## src/rtl/seq_detect_1011_pkg.sv

```systemverilog
// Shared definitions for the 1011 sequence detector: state encodings and pattern.
package seq_detect_1011_pkg;

  typedef enum logic [1:0] {
    S0 = 2'b00,
    S1 = 2'b01,
    S2 = 2'b10,
    S3 = 2'b11
  } state_t;

  localparam logic [3:0] PATTERN = 4'b1011;

endpackage

```

## src/rtl/seq_detect_1011_cells.sv

```systemverilog
// Basic cell library for the detector: async-reset enabled flop and 2-input gates.
module dff_ar #(
  parameter logic RST_VAL = 1'b0
) (
  input  logic clk,
  input  logic rst,
  input  logic en,
  input  logic d,
  output logic q
);
  always_ff @(posedge clk or posedge rst) begin
    if (rst) begin
      q <= RST_VAL;
    end else if (en) begin
      q <= d;
    end
  end
endmodule

module and2 (
  input  logic a,
  input  logic b,
  output logic y
);
  always_comb y = a & b;
endmodule

module or2 (
  input  logic a,
  input  logic b,
  output logic y
);
  always_comb y = a | b;
endmodule

module not1 (
  input  logic a,
  output logic y
);
  always_comb y = ~a;
endmodule

module xor2 (
  input  logic a,
  input  logic b,
  output logic y
);
  always_comb y = a ^ b;
endmodule

```

## src/rtl/seq_detect_1011.sv

```systemverilog
// Overlapping 1011 detector with registered match pulse and saturating hit counter,
// built structurally from dff_ar flops and basic gates.
module seq_detect_1011
  import seq_detect_1011_pkg::*;
#(
  parameter int unsigned CNT_W = 4
) (
  input  logic             clk,
  input  logic             rst,
  input  logic             in_valid,
  input  logic             in_bit,
  input  logic             clear,
  output logic             match,
  output logic [CNT_W-1:0] count,
  output logic             sat
);

  localparam logic [1:0] RESET_STATE = S0;

  logic [1:0]       state_q;
  logic [1:0]       state_d;
  logic             match_q;
  logic             match_d;
  logic [CNT_W-1:0] count_q;
  logic [CNT_W-1:0] count_sum;
  logic [CNT_W-1:0] count_d;
  logic [CNT_W:0]   carry;

  logic bit_n, s0_n, clr_n, sat_n;
  logic t_b_s1, t_set, t_ret, n1;
  logic in_s3, det, det_v;
  logic state_en, cnt_inc, cnt_en;

  // State register
  for (genvar i = 0; i < 2; i++) begin : g_state
    dff_ar #(.RST_VAL(RESET_STATE[i])) u_st (
      .clk(clk), .rst(rst), .en(state_en), .d(state_d[i]), .q(state_q[i])
    );
  end

  dff_ar #(.RST_VAL(1'b0)) u_match (
    .clk(clk), .rst(rst), .en(1'b1), .d(match_d), .q(match_q)
  );

  for (genvar i = 0; i < CNT_W; i++) begin : g_cnt
    dff_ar #(.RST_VAL(1'b0)) u_cnt (
      .clk(clk), .rst(rst), .en(cnt_en), .d(count_d[i]), .q(count_q[i])
    );
  end

  // Next-state logic. With this encoding next[0] is simply the incoming bit;
  // next[1] is set by S2 on 1 or by S1/S3 on 0. All four codes are legal.
  not1 u_nbit (.a(in_bit),     .y(bit_n));
  not1 u_ns0  (.a(state_q[0]), .y(s0_n));
  not1 u_nclr (.a(clear),      .y(clr_n));

  and2 u_t1  (.a(in_bit), .b(state_q[1]), .y(t_b_s1));
  and2 u_t2  (.a(t_b_s1), .b(s0_n),       .y(t_set));
  and2 u_t3  (.a(bit_n),  .b(state_q[0]), .y(t_ret));
  or2  u_n1  (.a(t_set),  .b(t_ret),      .y(n1));

  and2 u_sd1 (.a(n1),     .b(clr_n), .y(state_d[1]));
  and2 u_sd0 (.a(in_bit), .b(clr_n), .y(state_d[0]));
  or2  u_sen (.a(in_valid), .b(clear), .y(state_en));

  // Detection: valid 1 while in S3, suppressed by clear
  and2 u_s3  (.a(state_q[1]), .b(state_q[0]), .y(in_s3));
  and2 u_det (.a(in_s3),      .b(in_bit),     .y(det));
  and2 u_dv  (.a(det),        .b(in_valid),   .y(det_v));
  and2 u_md  (.a(det_v),      .b(clr_n),      .y(match_d));

  // Ripple incrementer; the final carry doubles as the all-ones (saturation) decode
  assign carry[0] = 1'b1;
  for (genvar i = 0; i < CNT_W; i++) begin : g_inc
    and2 u_c (.a(carry[i]),   .b(count_q[i]), .y(carry[i+1]));
    xor2 u_s (.a(count_q[i]), .b(carry[i]),   .y(count_sum[i]));
    and2 u_d (.a(count_sum[i]), .b(clr_n),    .y(count_d[i]));
  end

  not1 u_nsat (.a(carry[CNT_W]), .y(sat_n));
  and2 u_inc  (.a(match_d), .b(sat_n), .y(cnt_inc));
  or2  u_cen  (.a(cnt_inc), .b(clear), .y(cnt_en));

  // Outputs
  always_comb begin
    match = match_q;
    count = count_q;
    sat   = carry[CNT_W];
  end

endmodule

```

## config.mk

```make
export PLATFORM = sky130hd
export DESIGN_NAME = seq_detect_1011
export DESIGN_NICKNAME = d
export VERILOG_FILES = /design/src/rtl/seq_detect_1011_pkg.sv /design/src/rtl/seq_detect_1011_cells.sv /design/src/rtl/seq_detect_1011.sv
export SDC_FILE = /design/constraint.sdc
export NUM_CORES = 1
export LEC_CHECK = 0
export ABC_AREA = 1
export BUFFER_PORTS_ARGS = -buffer_cell sky130_fd_sc_hd__buf_2
export CAP_MARGIN = 20
export CORE_AREA = 4 4 41 43
export CTS_BUF_LIST = sky130_fd_sc_hd__clkbuf_8
export CTS_CLUSTER_SIZE = 10
export DETAILED_ROUTE_END_ITERATION = 7
export DIE_AREA = 0 0 45 47
export PLACE_DENSITY = 0.58
export SLEW_MARGIN = 25
export SYNTH_ARGS = -nofsm -noshare
export SYNTH_HDL_FRONTEND = slang
export SYNTH_SLANG_ARGS = --single-unit
export TNS_END_PERCENT = 10
```

## constraint.sdc

```tcl
create_clock -name clk -period 2.8 [get_ports clk]
set_input_delay 0.28 -clock clk [delete_from_list [all_inputs] [get_ports clk]]
set_output_delay 0.28 -clock clk [all_outputs]
set_load 0.005 [all_outputs]
```

==> run summary <==
Run status -> finished, final reports clean
Synthesized Nets -> 52
Die Y -> 47 um
Reg clk slew, reported paths -> 40 ps
Fin crit share -> 0.5695
Total GRT Usage -> 0.09690
Worst hold path class -> in -> reg
P_leak -> 0.2826 nW
Detailed Routing Iterations Pass 1 -> 4
Vias in the first global route -> 343
DR DRC count -> 0
Initial DRC Count -> 6
Routability Congestion -> 0.7085
Warnings, synthesis -> 0
CTS tree -> built
Peak supply drop -> 245.6 uV
Total Die Area -> 2115 um2
Critical Path Source -> g_cnt[0].u_cnt.q
Critical Path RT -> 2520 ps
Max H-tree Level -> 1
Worst Hold Launch -> clear
RSZ-0062 raised after global routing -> false
FF-to-FF Start -> g_cnt[0].u_cnt.q
PnR worst setup slack -> 1205 ps
Multi-input logic area -> 165.2 um2
Synth cell types -> 14
Clk_lat worst skew -> 220 ps
CTS Sinks -> 7
Vias -> 322
Final WL -> 710 um
Filler Cells Inserted -> 158
Relative slew slack -> 0.8200
Ant diodes -> 0
Worst clock skew -> 0.2887 ps
Crit Path Class -> reg -> out
Via/cell ratio -> 4.600
DR WL/cell -> 10.14 um
Max-slew violation count -> 0
Fmax -> 0.6271 GHz
Setup violations, final -> 0
Grt total ovfl -> 0
P&R area growth vs syn -> 23.89%
Post-Syn Area -> 392.9 um2
Antenna viol nets, final -> 0
First-pass GRT wire length -> 1407 um
Slew @ Worst Pin -> 269.7 ps
Site Rows -> 13
Seq/Total Area, Yosys -> 0.4459
Clock Path Buffers -> 2
Largest net degree at the start of global routing -> 8
Mapped Avg Cell Area -> 8.929 um2
PortBufs -> 10
Crit path time final -> 1595 ps
Nature of the critical path startpoint -> flip-flop
Min Hold Slack -> 279.9 ps
Post-Syn Instances -> 44
CTS Root Cell -> clkbuf_8
# Max-Cap Violations -> 0
TritonCTS Buffers -> 3
Initial antenna violation count -> 0
Hold Vio Cnt, Final -> 0
Arr. time, crit path -> 1310 ps
Net count of the finished layout -> 64
Die width -> 45 um
Boundary Pins -> 11
Setup tns final -> 0 ps
Crit end category -> primary output
Starting density of the core -> 0.3019
Share of layout cells above drive strength 1 -> 0.3091
Synth Register Bits -> 7
Core box area -> 1301 um2
Setup slack at placement -> 1316 ps
Cell Pwr Density -> 527.0 nW/um2
Sequential cell area -> 175.2 um2
Max Fanout on Critical Path -> 4
synthesized netlist by cell type:
cell type | count | area share
dfrtp_1 | 7 | 0.45
buf_4 | 4 | 0.076
nor2_4 | 1 | 0.029
nand3_2 | 1 | 0.025
a21oi_1 | 2 | 0.025
nor3_1 | 1 | 0.013
nand2_2 | 1 | 0.016
nand2_1 | 8 | 0.076
nand3_1 | 4 | 0.051
inv_1 | 5 | 0.048
inv_2 | 1 | 0.0095
ha_1 | 3 | 0.096
o21ai_0 | 2 | 0.025
nand4_1 | 4 | 0.064
cell families after synthesis:
| logic type | synth area share |
|---|---|
| and+or+nand+nor | 0.2739 |
| AOI/OAI and AO/OA | 0.05096 |
| DFF | 0.4459 |
| buffers and inverters | 0.1338 |
| adders and majority gates | 0.09555 |
worst max-delay path: stages, from the launching register on:
cell and delay, ps:
dfrtp_1 390, ha_1 210, ha_1 180, ha_1 190, buf_2 130
layout by cell type, fill, tap and decap left out:
| cell type | count |
|---|---|
| ha_1 | 3 |
| nand3_1 | 4 |
| inv_1 | 6 |
| dfrtp_1 | 7 |
| nor2_4 | 1 |
| dlygate4sd3_1 | 1 |
| o21ai_0 | 2 |
| nand2_2 | 1 |
| nand4_1 | 4 |
| nor3_1 | 1 |
| clkbuf_8 | 3 |
| nand2_1 | 8 |
| a21oi_1 | 2 |
| inv_2 | 1 |
| nand3_2 | 1 |
| buf_2 | 10 |
final timing paths:
| check | to | slack (ps) | depth (start not counted) |
|---|---|---|---|
| max | sat | 1210 | 4 |
| min | u_match.q | 280 | 2 |
| max reg2reg | g_cnt[2].u_cnt.q | 1310 | 7 |
| min reg2reg | g_cnt[1].u_cnt.q | 520 | 2 |
| max in group asynchronous | g_cnt[0].u_cnt.q | 2060 | 3 |
| min in group asynchronous | u_match.q | 530 | 3 |
metal layers:
layer | routed length [um] | track usage
met5 | 0 | 0
met4 | 9 | 0.07018
met3 | 59 | 0.03831
met2 | 312 | 0.1441
met1 | 328 | 0.1132
per-stage QoR:
step             util  cell area, um2  total power, mW  std cells
6_report       0.3740           486.7           0.2565         70
4_1_cts        0.3740           486.7           0.2595         70
3_5_place_dp   0.3317           431.7           0.1217         65
5_1_grt        0.3740           486.7           0.2701         70
3_3_place_gp   0.3317           431.7           0.1214         65
2_1_floorplan       -           392.9           0.1150         44
flip-flops by register name, indices dropped and copies added, names as in the netlist:
| name | cells |
|---|---|
| g_cnt.u_cnt.q | 4 |
| g_state.u_st.q | 2 |
| u_match.q | 1 |
report_power, final:
part | switching (mW) | internal, mW
Sequential | 0.00171 | 0.104
Clock | 0.0408 | 0.0945
Combinational | 0.0101 | 0.00571
Total | 0.0526 | 0.204
timing repair:
action / 4_1_cts / 5_1_grt
hold buffers: 1 / 0
setup buffers: 0 / 0
hold endpoints to repair: 7 / 0
resized for setup: 0 / 0
area by class of cell:
type | count | share of cell area
sequential | 7 | 0.3599
clock inverter | 1 | 0.007712
clock buffer | 3 | 0.08483
timing repair buffer | 11 | 0.1234
inverter | 6 | 0.04627
tap | 15 | 0.03856
multi-input combinational | 27 | 0.3393
(Power assumes the default switching activity.)
